==> config.mk <==
export PLATFORM = sky130hd
export DESIGN_NAME = mem_wb_stage
export DESIGN_NICKNAME = d
export VERILOG_FILES = /design/src/rtl/pipe_pkg.sv /design/src/rtl/mem_wb_reg.sv /design/src/rtl/mem_wb_stage.sv
export SDC_FILE = /design/constraint.sdc
export NUM_CORES = 1
export LEC_CHECK = 0
export CAP_MARGIN = 10
export CORE_AREA = 2 2 121 123
export CTS_BUF_LIST = sky130_fd_sc_hd__clkbuf_2
export DETAILED_ROUTE_END_ITERATION = 10
export DIE_AREA = 0 0 123 125
export PLACE_DENSITY = 0.8
export SYNTH_ARGS = -nofsm -noshare
export SYNTH_HDL_FRONTEND = slang
export SYNTH_SLANG_ARGS = --single-unit
==> constraint.sdc <==
create_clock -name clk -period 2.9 [get_ports clk]
set_clock_uncertainty 0.15 [all_clocks]
set_input_delay 0.725 -clock clk [delete_from_list [all_inputs] [get_ports clk]]
set_output_delay 0.725 -clock clk [all_outputs]
set_load 0.01 [all_outputs]
==> src/rtl/pipe_pkg.sv <==
// Shared pipeline types for the MEM stage: FSM encoding, MEM/WB bundle,
// bubble control constants and the word-alignment helper.
package pipe_pkg;

    localparam int XLEN       = 32;
    localparam int REG_ADDR_W = 5;

    typedef enum logic {
        IDLE = 1'b0,
        WAIT = 1'b1
    } mem_state_e;

    localparam logic BUBBLE_REGWRITE = 1'b0;
    localparam logic BUBBLE_MEMTOREG = 1'b0;

    typedef struct packed {
        logic [XLEN-1:0]       readdata;
        logic [XLEN-1:0]       aluresult;
        logic [REG_ADDR_W-1:0] write_address;
        logic                  regwrite_en;
        logic                  memtoreg;
    } mem_wb_t;

    function automatic logic misaligned_word(input logic [XLEN-1:0] addr);
        return addr[1:0] != 2'b00;
    endfunction

endpackage

==> src/rtl/mem_wb_reg.sv <==
// MEM/WB pipeline register; a bubble clears only the control bits
// so the data fields keep their last committed values.
module mem_wb_reg
    import pipe_pkg::*;
(
    input  logic    clk,
    input  logic    reset,
    input  logic    bubble,
    input  mem_wb_t d,
    output mem_wb_t q
);

    always_ff @(posedge clk or negedge reset) begin
        if (!reset) begin
            q <= '0;
        end else if (bubble) begin
            q.regwrite_en <= BUBBLE_REGWRITE;
            q.memtoreg    <= BUBBLE_MEMTOREG;
        end else begin
            q <= d;
        end
    end

endmodule

==> src/rtl/mem_wb_stage.sv <==
// MEM stage: word load/store over a req/ready handshake with bounded
// wait states, upstream stall, branch resolve and the MEM/WB register.
module mem_wb_stage
    import pipe_pkg::*;
#(
    parameter int MAX_WAIT = 8,
    parameter int CNT_W    = 8
) (
    input  logic                  clk,
    input  logic                  reset,
    input  logic [XLEN-1:0]       pc_in,
    input  logic                  zero_in,
    input  logic [XLEN-1:0]       aluresult_in,
    input  logic [XLEN-1:0]       data_b_in,
    input  logic [REG_ADDR_W-1:0] write_address_in,
    input  logic                  branch_in,
    input  logic                  Memwrite_in,
    input  logic                  MemRead_in,
    input  logic                  regwrite_en_in,
    input  logic                  MemtoReg_in,
    output logic                  dmem_req,
    output logic                  dmem_we,
    output logic [XLEN-1:0]       dmem_addr,
    output logic [XLEN-1:0]       dmem_wdata,
    input  logic [XLEN-1:0]       dmem_rdata,
    input  logic                  dmem_ready,
    output logic                  stall_out,
    output logic                  pcsrc,
    output logic [XLEN-1:0]       branch_target,
    output logic                  mem_err,
    output logic [XLEN-1:0]       readdata_out,
    output logic [XLEN-1:0]       aluresult_out,
    output logic [REG_ADDR_W-1:0] write_address_out,
    output logic                  regwrite_en_out,
    output logic                  MemtoReg_out
);

    mem_state_e       state_q, state_d;
    logic [CNT_W-1:0] cnt_q, cnt_d;
    logic             mem_op;
    logic             misaligned;
    logic             is_load;
    logic             timeout;
    logic             bubble;
    logic             set_err;
    mem_wb_t          wb_d, wb_q;

    assign mem_op     = MemRead_in | Memwrite_in;
    assign is_load    = MemRead_in & ~Memwrite_in;
    assign misaligned = mem_op & misaligned_word(aluresult_in);
    assign timeout    = (state_q == WAIT) &&
                        (cnt_q == CNT_W'(MAX_WAIT - 1));

    // Gating with reset drops the request the moment reset asserts.
    assign dmem_req   = mem_op & ~misaligned & reset;
    assign dmem_we    = Memwrite_in;
    assign dmem_addr  = aluresult_in;
    assign dmem_wdata = data_b_in;

    assign stall_out     = dmem_req & ~dmem_ready & ~timeout;
    assign pcsrc         = branch_in & zero_in & ~stall_out;
    assign branch_target = pc_in;

    always_comb begin
        state_d = state_q;
        cnt_d   = cnt_q;
        bubble  = 1'b0;
        set_err = 1'b0;
        unique case (state_q)
            IDLE: begin
                unique case (1'b1)
                    misaligned: begin
                        bubble  = 1'b1;
                        set_err = 1'b1;
                    end
                    (dmem_req && !dmem_ready): begin
                        state_d = WAIT;
                        cnt_d   = '0;
                        bubble  = 1'b1;
                    end
                    default: ;
                endcase
            end
            WAIT: begin
                unique case (1'b1)
                    dmem_ready: begin
                        state_d = IDLE;
                    end
                    (timeout && !dmem_ready): begin
                        state_d = IDLE;
                        bubble  = 1'b1;
                        set_err = 1'b1;
                    end
                    default: begin
                        cnt_d  = cnt_q + CNT_W'(1);
                        bubble = 1'b1;
                    end
                endcase
            end
            default: state_d = IDLE;
        endcase
    end

    always_ff @(posedge clk or negedge reset) begin
        if (!reset) begin
            state_q <= IDLE;
            cnt_q   <= '0;
            mem_err <= 1'b0;
        end else begin
            state_q <= state_d;
            cnt_q   <= cnt_d;
            if (set_err) mem_err <= 1'b1;
        end
    end

    // Stores never write back, regardless of the upstream control bit.
    always_comb begin
        wb_d               = '0;
        wb_d.readdata      = is_load ? dmem_rdata : '0;
        wb_d.aluresult     = aluresult_in;
        wb_d.write_address = write_address_in;
        wb_d.regwrite_en   = regwrite_en_in & ~Memwrite_in;
        wb_d.memtoreg      = MemtoReg_in;
    end

    mem_wb_reg u_mem_wb_reg (
        .clk    (clk),
        .reset  (reset),
        .bubble (bubble),
        .d      (wb_d),
        .q      (wb_q)
    );

    assign readdata_out      = wb_q.readdata;
    assign aluresult_out     = wb_q.aluresult;
    assign write_address_out = wb_q.write_address;
    assign regwrite_en_out   = wb_q.regwrite_en;
    assign MemtoReg_out      = wb_q.memtoreg;

endmodule

Word-level counts from Yosys, hierarchy flattened --
Index checks and enable logic that the tools add are counted. Widths: inputs -> output; s select.
Storage, ports and cells: register bits after elaboration 81, input port bits 142, output and inout port bits 172, word-level logic and storage cells 50
Operators by class: add/subtract/negate cells 1, eq/ne operators 3, multiplexer cells 14, bitwise logic cells 16, reduce and logical (&&, ||, !) cells 8
Operators with widths (count):
- $mux 32 | 1
- $mux 8 | 2
- $pmux 8 s2 | 1
- $and 1x1->1 | 9
- $add 8x1->8 const B | 1
- $eq 8x3->1 const B | 1
- $mux 1 | 6
- $not 1->1 | 6
- $pmux 1 s2 | 3
- $ne 2x2->1 const B | 2
- $reduce_or 2->1 | 2
- $logic_and 1x1->1 | 3
- $mux 2 | 1
- $reduce_and 2->1 | 1
- $reduce_bool 2->1 | 1
- $logic_not 1->1 | 1
- $or 1x1->1 | 1

Longest topological paths before layout --
depth in word-level cells 10, mapped depth 5, mapped depth without buffers 5

By module --
From an unflattened synthesis, not the netlist that was laid out.
Second synthesis, totals: cells, all modules 351, area total of the unflattened synthesis 4565.6 um^2
Modules (own cells, without submodules):
- mem_wb_reg | times used 1, cells an instance 150, area an instance 2967.8 um^2, sequential area each 1776.7 um^2
- mem_wb_stage | times used 1, cells an instance 201, area an instance 1597.8 um^2, sequential area each 250.2 um^2

Worst setup path before layout --
No wires, ideal clock.
path kind input port to output port, from input aluresult_in[1], to output pcsrc, data arrival time 1.555 ns, required time 2.025 ns, setup slack 0.470 ns, stages on the path 4, buffers on the path 0, path through nor2_1 nand2_1 a211oi_1 nor2_1
Between the ends: longest elaborated chain between the ends 9
RTL lines:
- from (decl) | RTL line mem_wb_stage.sv:13 | input logic [XLEN-1:0] aluresult_in,
- $reduce_bool 2->1 | RTL line pipe_pkg.sv:25 | return addr[1:0] != 2'b00;
- $and 1x1->1 | RTL line mem_wb_stage.sv:50 | assign misaligned = mem_op & misaligned_word(aluresult_in);
- $not 1->1 | RTL line mem_wb_stage.sv:55 | assign dmem_req = mem_op & ~misaligned & reset;
- $and 1x1->1 (2 in series) | RTL line mem_wb_stage.sv:55
- $and 1x1->1 (2 in series) | RTL line mem_wb_stage.sv:60 | assign stall_out = dmem_req & ~dmem_ready & ~timeout;
- named net stall_out | RTL line mem_wb_stage.sv:27 | output logic stall_out,
- $not 1->1 | RTL line mem_wb_stage.sv:61 | assign pcsrc = branch_in & zero_in & ~stall_out;
- $and 1x1->1 | RTL line mem_wb_stage.sv:61
- to (decl) | RTL line mem_wb_stage.sv:28 | output logic pcsrc,
The timed path passes the listed nets, and every way through them passes these cells.

Worst setup path after layout --
from register cnt_q[5], to output pcsrc
Between the ends: longest elaborated chain between the ends 6
RTL lines:
- from (decl) | RTL line mem_wb_stage.sv:39 | logic [CNT_W-1:0] cnt_q, cnt_d;
- from (signal assigned) | RTL line mem_wb_stage.sv:111 | cnt_q <= cnt_d;
- $eq 8x3->1 | RTL line mem_wb_stage.sv:52 | (cnt_q == CNT_W'(MAX_WAIT - 1));
- $logic_and 1x1->1 | RTL line mem_wb_stage.sv:51 | assign timeout = (state_q == WAIT) &&
- $not 1->1 | RTL line mem_wb_stage.sv:60
- $and 1x1->1 | RTL line mem_wb_stage.sv:60
- $not 1->1 | RTL line mem_wb_stage.sv:61
- $and 1x1->1 | RTL line mem_wb_stage.sv:61
Every way passes these cells.

==> flow_summary_export.csv <==
group,metric,value,unit
run_status,status,"finished clean",
routing,drc,0,
setup_path,cp_max_fo,2,
cts,clock_path_buffers,2,
finish,n_fill_cell,1348,
sta,setup_slack,0.01261,ns
synthesis,synth_seq_cells,81,
floorplan,dieArea,15380,um^2
sta,setup_viol_count_final,0,
synthesis,synthCells,377,
place,io_buffers,185,
cts,clock_latency,0.54,ns
sta,worst_hold_slack,0.3707,ns
cts,cts.sinks,81,
sta,rsz0062_at_grt,"yes",
cts,clkTransAtPathRegs,0.21,ns
floorplan,die-width,123,um
power_and_ir_drop,ir_drop,206.2,uV
synthesis,synthTopCellsByArea,"dfrtp_1, buf_4, mux2_2, mux2i_1, nand2_1",
worst_hold_path,min_path_type,"reg -> reg",
finish,drive_gt1_share,16.05,%
global_route,antenna_found_initial,0,
routing,wl,9183,um
place,place_inst,652,
synthesis,ys_seq_area_share,49.27,%
cts,cts-root-buf,"clkbuf_2",
global_route,overflow,0,
synthesis,yosys_warnings,0,
synthesis,synth.distinct_cells,31,
finish,layout_common_cells,"clkdlybuf4s50_1, dfrtp_1, nand2_1, inv_1, mux2_2",
sta,hold_viol_final,0,
setup_path,rr_worst_depth,5,
job,maxCapViolCount,0,
sta,max_freq,346.3,MHz
power_and_ir_drop,power_frac_clock,22.0,%
worst_hold_path,whs_path_depth,1,
finish,final_common_cell,"clkdlybuf4s50_1",
power_and_ir_drop,switching_share,27.25,%
routing,ant_nets,0,
finish,antenna_cells,0,
power_and_ir_drop,intPower,2132,uW
setup_path,crit_arrival,2.01,ns
global_route,grt_pass1_vias,3077,
routing,num_vias,2882,
routing,drt_iter0_drc,35,
power_and_ir_drop,p_sw,798.5,uW
power_and_ir_drop,p_leak,0.002430,uW
global_route,grt_start_max_net_pins,46,
cts,cts_tree,"built",
finish,final-instance-count-excl-fill,670,
setup_path,r2r_end,"cnt_q[2]",
setup_path,worstSetupPathType,"reg -> out",
setup_path,critPathMaxStageDelay,0.56,ns
routing,routedWlPerCell,13.71,um
finish,area_growth,38.90,%
finish,stdcell_area,5714,um^2
finish,final_nets,625,
finish,fin_util,40.23,%
sta,drv_slew,0,
routing,avgViaCountPerCell,4.301,
worst_hold_path,whs_endpoint,"u_mem_wb_reg.q[9]",
setup_path,crit_family,"simple AND/OR/NAND/NOR gates",
place,place_area,5555,um^2
finish,multiInputGateArea,1205,um^2
setup_path,endpoint_kind,"output port",
sta,period_minus_slack,2.887,ns
global_route,grt_use_total,12.01,%
place,place_ws,-0.3603,ns
synthesis,synth_area_leader_cell,"dfrtp_1",
synthesis,syn-cell-area,4114,um^2
sta,tightest_slew,0.5671,ns
worst_hold_path,hp-start,"u_mem_wb_reg.q[9]",
routing,firstDrtPassIters,4,
finish,seqCellArea,2027,um^2
floorplan,rows,44,
setup_path,required,2.03,ns
setup_path,ff2ff_setup_slack,0.94,ns
power_and_ir_drop,p_comb_share,31.0,%
floorplan,die_y,125,um
setup_path,cp_slowest_cell,"or4_4",
cts,h-tree-depth,3,
place,dpl.hpwl,6983,um
floorplan,core_region_area,14200,um^2
place,gp_congestion,0.8188,
setup_path,worstPathCellList,"or4_4, nor3_4, a211oi_2, nor2_1, buf_2",
setup_path,r2r-start,"cnt_q[5]",
cts,cts_buffers,9,
sta,post-route-period-util,99.57,%
setup_path,cp-start-kind,"flip-flop",
setup_path,path_buf_inv,1,
global_route,grt_pass1_wl,14390,um
power_and_ir_drop,power_density,512.9,nW/um^2
synthesis,syn_avg_cell_area,10.91,um^2
sta,relSlewSlack,62.19,%
floorplan,ios,314,
synthesis,netlist.area_leader.share,49.27,%
power_and_ir_drop,seqPwrFrac,47.1,%
synthesis,syn-num-nets,520,
floorplan,initial_utilization,28.96,%
[metrics by stage]
stage,setup TNS (ns),power [uW]
after floorplan,0,1860
after global placement,-0.4485,2277
after detailed placement,-0.7676,2305
after CTS,-0.1281,2995
after global routing,-0.1861,3122
final,0,2931
[cells in the mapped netlist]
cell type	number
a211o_1	1
and3_2	1
o21a_1	1
and2b_2	1
buf_4	97
or4_4	1
nand2_1	39
dfrtp_1	81
clkbuf_1	4
nor2b_1	1
ha_1	1
o22ai_1	1
inv_1	36
nor4b_1	1
and2_1	1
a2bb2oi_1	1
nor2_1	5
nor2b_2	1
mux2_1	3
a21oi_1	4
nand3_1	6
and4b_1	1
a211oi_1	1
nor3_1	3
xor2_1	1
buf_2	7
nand4_1	2
mux2i_1	33
o21ai_0	7
o31ai_4	1
mux2_2	34
[per-layer routing]
layer  GRT usage [%]  share of wire (%)
met4           7.286                3.6
met2           22.13                 52
met3           3.467                8.4
met1           11.52                 36
met5               0                  0
[area by class of cell]
class,count,area share [%]
Timing Repair Buffer,202,34.88
Tap cell,184,4.029
Clock buffer,11,0.9634
Inverter,36,2.365
Sequential cell,81,35.47
Clock inverter,4,1.204
Multi-Input combinational cell,152,21.09
[worst max path at each step]
stage | startpoint | end | slack (ns) | cells after the start
6_report | cnt_q[5] | pcsrc | 0.01 | 5
5_1_grt | cnt_q[5] | pcsrc | -0.13 | 5
4_1_cts | cnt_q[3] | pcsrc | -0.10 | 5
3_5_place_dp | aluresult_in[1] | stall_out | -0.36 | 5
3_3_place_gp | aluresult_in[1] | stall_out | -0.24 | 5
2_1_floorplan | aluresult_in[1] | pcsrc | 0.47 | 4
[cells by family (layout without fill, tap and decap cells)]
group / count (synthesis) / in the layout / share of synthesized area, %
adders and majority gates: 1 / 1 / 0.3041
xor gates and xnor gates: 1 / 1 / 0.2129
and+or+nand+nor: 63 / 63 / 7.056
muxes: 70 / 70 / 18.16
buffers and inverters: 144 / 253 / 22.20
AOI/OAI and AO/OA: 17 / 17 / 2.798
DFF: 81 / 81 / 49.27
[power by group through the flow]
stage	clock [uW]	combinational, uW	sequential (uW)
after floorplan	0	396	1460
after global placement	0	879	1400
after detailed placement	0	899	1410
after CTS	691	920	1380
after global routing	741	978	1400
final	644	907	1380
[registers in the layout, summed over array words and instances (netlist names)]
name	cells
mem_err	1
u_mem_wb_reg.q	71
state_q	1
cnt_q	8
[repair_timing]
item	4_1_cts	5_1_grt
hold buffers	1	0
pin swaps	5	2
gates resized for setup	14	0
buffers inserted	2	0
setup endpoints to repair	3	2
endpoints found under the hold margin	12	0
Note: power is estimated with default switching activity, not from simulation.
==> variant 1 (same settings) <==
The parameter `CNT_W` goes from 8 to 6.
--- a/src/rtl/mem_wb_stage.sv
+++ b/src/rtl/mem_wb_stage.sv
@@ -4,7 +4,7 @@
     import pipe_pkg::*;
 #(
     parameter int MAX_WAIT = 8,
-    parameter int CNT_W    = 8
+    parameter int CNT_W    = 6
 ) (
     input  logic                  clk,
     input  logic                  reset,
Formal check against the unedited RTL: same outputs for any inputs over 10 cycles, from zero or initial values and one cycle with reset low; that may be too few to reach the edited logic, so the function may still have changed.
==> variant 1 against the unedited design <==
Wire length increased by 6.9%. Synthesized area fell by 4.4%. Final area down 3.1%. Worst setup slack improved by 0.11 ns. Sequential cell count down 2. Sequential power shrank 4%. Core utilization is 1.3 points lower. Total power shrank 4.6%. Critical path type is now in2out. Largest cell class is now buffers. Largest power group unchanged.
==> variant 1: results (changes against the unedited design) <==
- CP peak stage delay: 0.55 ns
- Num CTS Buffers: 9 (unchanged)
- Share of cells above drive strength 1: 19.2% (+3.1 points)
- Top flop regs: u_mem_wb_reg.q: 71 flops, cnt_q: 6 flops
- # port buffers: 185 (unchanged)
- Yosys warning count: 0 (unchanged)
- Worst r2r src: state_q
- Slew headroom: 53.8% (-8.4 points)
- HP Start: u_mem_wb_reg.q[16]
- Status: completed
- Critical setup path kind: in2out
- Yosys cell types: 30 (-3.2%)
- Top FF cell, synth: dfrtp_1
- Initial antenna violation count: 0 (unchanged)
- Gr usage total: 12.5% (+0.51 points)
- Leakage power: 0.00244 µW (+0.26%)
- HPWL after detailed placement: 7200 µm (+3.1%)
- Synth area leaders: dfrtp_1 50%, buf_4 19%, mux2_4 14%, a22o_1 7.6%, buf_6 1.4%
- Fin Hold WS: 0.385 ns (+0.0138 ns)
- Antenna cells: 0 (unchanged)
- Sequential-to-total area share from yosys stat: 50.3% (+1.0 points)
- CP max FO: 3 (+1)
- Vias per cell: 4.43 (+3.0%)
- R2r endpoint: u_mem_wb_reg.q[18]
- Root Driver: clkbuf_2
- Hold Path End: u_mem_wb_reg.q[16]
- Clock Latency Late Sink: 0.54 ns (about the same)
- Syn Nets: 453 (-13%)
- H-tree depth: 3 (unchanged)
- Crit path launch: aluresult_in[0]
- Delay-heaviest family, CP: buffers and inverters
- Min-Delay Path Depth: 1 (unchanged)
- Critical Path Slowest Stage Cell: clkdlybuf4s50_1
- Post-synth ARST share: 100% (unchanged)
- Final wirelength: 9810 µm (+6.9%)
- Clock buffer depth: 2 (unchanged)
- TritonRoute pass-1 iters: 4 (unchanged)
- Routability-driven placement congestion ratio: 0.776 (-5.2%)
- Clk pin slew, worst setup/hold paths: 0.18 ns (-0.03 ns)
- Final #Nets: 560 (-10%)
- End of the critical path: dmem_addr[0]
- Hold Crit Class: reg2reg
- Synth top cells by count: 97 x buf_4, 79 x dfrtp_1, 36 x mux2_4, 34 x a22o_1, 10 x nor2_1
- Critical path arrival: 1.90 ns (-0.11 ns)
- First-pass GRT wire length: 14700 µm (+2.2%)
- Initial DRC Count: 111 (+220%)
- Reg-to-reg setup timing slack: 0.89 ns (-0.05 ns)
- Worst R2R Path Depth: 5 (unchanged)
- Vias in the first global route: 2777 (-9.7%)
- Peak supply drop: 170 µV (-17%)
- Largest net degree at the start of global routing: 57 (+24%)
- Placed Area: 5360 µm² (-3.5%)
-- variant 1: cell count changes in the layout (fill, tap and decap cells not counted), sizes merged, moves of 4 or more --
cell,delta
a22o,+34
inv,-32
mux2i,-32
nand2,-32
nand3,-4
nor2,+5
o21ai,-4
-- variant 1: power by group --
group          internal, µW  switching [µW]  leakage, µW
Sequential             1240            82.8      0.00100
Clock                   199             404    0.0000676
Combinational           566             306      0.00137
-- variant 1: area by class of cell --
type	count	area (µm²)
Timing Repair Buffer	205	2030
Sequential cell	79	1980
Tap cell	184	230
Inverter	3	11.3
Fill cell	1330	8670
Clock inverter	7	71.3
Clock buffer	9	45.0
Multi-Input combinational cell	119	1170
-- variant 1: cells by family after synthesis --
logic type	after synthesis	share of synthesized area (%)
flops	79	50.3
buf+inv	112	21.1
simple gates	33	4.20
fa+ha+maj	1	0.318
xor+xnor	1	0.223
compound gates	45	9.29
mux	39	14.6
-- variant 1: per-stage QoR --
stage               worst slack, ns  std cells  utilization, %
finish                        0.122        606            39.0
global route               -0.00365        606            39.0
CTS                         -0.0264        605            38.7
detailed placement           -0.217        586            37.7
global placement             -0.164        586            37.7
floorplan                     0.579        310               -
-- variant 1: worst register-to-register path, cell delays in order (launching register included) --
cell and delay (ns):
dfrtp_1 0.45, buf_4 0.19, nor3_1 0.27, or3_4 0.21, buf_12 0.28, mux2_4 0.35
-- variant 1: timing repair --
item                       CTS  global route
hold endpoints to repair    23             0
resized for setup            3            10
setup endpoints to repair    3             3
pin swaps                    0             3
buffers inserted             2             1
hold buffers                 1             0
-- variant 1: layer usage --
metal	GRT usage, %	part of all wire, %
met1	14.2	40
met5	0	0
met2	20.3	47
met4	7.09	3.0
met3	4.33	9.7
==> variant 2 (config.mk and constraints unchanged) <==
Without the edit above. Make the reset (`reset`) synchronous in 2 clocked blocks.
--- a/src/rtl/mem_wb_reg.sv
+++ b/src/rtl/mem_wb_reg.sv
@@ -10,7 +10,7 @@
     output mem_wb_t q
 );
 
-    always_ff @(posedge clk or negedge reset) begin
+    always_ff @(posedge clk) begin
         if (!reset) begin
             q <= '0;
         end else if (bubble) begin
--- a/src/rtl/mem_wb_stage.sv
+++ b/src/rtl/mem_wb_stage.sv
@@ -101,7 +101,7 @@
         endcase
     end
 
-    always_ff @(posedge clk or negedge reset) begin
+    always_ff @(posedge clk) begin
         if (!reset) begin
             state_q <= IDLE;
             cnt_q   <= '0;
Formal check against the unedited RTL: differs if reset is asserted again (counterexample within 4 cycles, from zero or initial values and one cycle with reset low); with reset held inactive, the same outputs for 10 cycles.
==> variant 2 against the unedited design <==
The run now ends with negative setup slack left. Worst setup slack lost 0.047 ns. Final area shrank 5.1%. Wire length grew 5.6%. Via count grew 2.9%. Sequential cell count is the same. Synthesized area shrank 8.5%. Sequential share of layout area shrank 5.5 points. Die area is the same. Count of clock-buffer cells in the layout shrank 2. Largest cell class is now buffers. Highest routed layer unchanged.
Power is not compared: it rests on default switching activity, and its combinational part moved more than twofold at a synthesized area within 25%.
==> variant 2: results (changes against the unedited design) <==
- Status: finished with violations
- Failing checks: negative setup slack
- Share of cells above drive strength 1: 11.2% (-4.9 points)
- Clk pin slew, worst setup/hold paths: 0.23 ns (+0.02 ns)
- Initial antenna violation count: 1 (+1)
- Endpoints failing setup: 1 (+1)
- Top FF cell, synth: dfxtp_1
- Leakage power: 0.00213 µW
- DR WL met2: 4700 µm (-1.9%)
- Synth top cells by count: 98 x buf_4, 84 x nand2_1, 81 x dfxtp_1, 37 x mux2i_1, 32 x a22o_1
- Num CTS Buffers: 9 (unchanged)
- Worst setup margin: -0.0343 ns (-0.0470 ns)
- Min-Delay Path Depth: 2 (+1)
- M2 GR Usage: 20.1% (-2.0 points)
- Slew headroom: 53.7% (-8.4 points)
- Synth area leaders: dfxtp_1 43%, buf_4 20%, mux2i_1 9.8%, nand2_1 8.4%, a22o_1 7.4%
- Root Driver: clkbuf_2
- Critical path arrival: 2.06 ns (+0.05 ns)
- DR WL met3: 757 µm (-1.7%)
- Vias in the first global route: 2849 (-7.4%)
- Total Power: 2400 µW
- Yosys cell types: 35 (+13%)
- Met3 Use GR: 5.16% (+1.7 points)
- Final #Nets: 647 (+3.5%)
- Sequential-to-total area share from yosys stat: 43.1% (-6.2 points)
- Routed vias: 2967 (+2.9%)
- Wire length on met1: 4000 µm (+21%)
- Hold Crit Class: reg2reg
- Syn Nets: 548 (+5.4%)
- Gr usage total: 12.6% (+0.62 points)
- Worst R2R Path Depth: 6 (+1)
- Grt met1 use: 14.1% (+2.6 points)
- DR top layer: met4
- HPWL after detailed placement: 7130 µm (+2.1%)
- Slew Limit Fails: 0 (unchanged)
- Post-synth ARST share: 0% (-100 points)
- Peak supply drop: 279 µV
- Initial DRC Count: 62 (+77%)
- H-tree depth: 3 (unchanged)
- First-pass GRT wire length: 14900 µm (+3.5%)
- Routability-driven placement congestion ratio: 0.799 (-2.5%)
- TritonRoute pass-1 iters: 5 (+1)
- Top flop regs: u_mem_wb_reg.q: 71 flops, cnt_q: 8 flops
- WL per Instance: 14.0 µm (+2.0%)
- CP max FO: 2 (unchanged)
- Logic pwr share: 18.7%
- Pre-CTS setup slack: -0.612 ns (-0.252 ns)
- Largest net degree at the start of global routing: 60 (+30%)
- Clock Latency Late Sink: 0.59 ns (+0.05 ns)
[variant 2: through the flow]
| stage | hold slack [ns] | utilization, % | instances | cell area (µm²) | TNS (ns) |
|---|---|---|---|---|---|
| after floorplan | 0.297 | - | 405 | 3770 | 0 |
| final | 0.320 | 38.2 | 694 | 5430 | -0.0343 |
| after global routing | 0.336 | 38.2 | 694 | 5430 | -0.293 |
| after global placement | 0.292 | 36.6 | 673 | 5200 | -1.46 |
| after CTS | 0.325 | 38.0 | 691 | 5400 | -0.144 |
| after detailed placement | 0.297 | 36.6 | 673 | 5200 | -1.52 |
[variant 2: final cells by class]
| cell class | count | area (µm²) |
|---|---|---|
| timing repair buffer | 207 | 2040 |
| sequential | 81 | 1620 |
| inverter | 3 | 11.3 |
| antenna | 1 | 2.50 |
| tap | 184 | 230 |
| clock inverter | 7 | 106 |
| fill | 1430 | 8780 |
| multi-input combinational | 202 | 1370 |
| clock buffer | 9 | 45.0 |
[variant 2: repair_timing]
action	CTS	global route
endpoints found under the setup margin	3	3
gates resized for setup	19	2
setup buffers	2	2
pin swaps	5	0
[variant 2: cells by family after synthesis]
kind of cell / synth area share (%)
simple gates: 12.5
xor+xnor: 0.233
compound gates: 11.8
mux: 9.83
fa+ha+maj: 0.332
buf+inv: 22.3
flops: 43.1
[variant 2: worst paths after layout]
check / startpoint / to / slack, ns
max: cnt_q[1] / pcsrc / -0.03
min: u_mem_wb_reg.q[29] / u_mem_wb_reg.q[29] / 0.32
max reg2reg: cnt_q[1] / cnt_q[2] / 0.93
min reg2reg: u_mem_wb_reg.q[29] / u_mem_wb_reg.q[29] / 0.32
[variant 2: critical path, stage by stage, from the launching register on]
cell	delay (ns)
dfxtp_2	0.41
ha_4	0.13
or4b_4	0.49
nor2_4	0.14
a211oi_4	0.08
nor2_1	0.09
buf_2	0.13
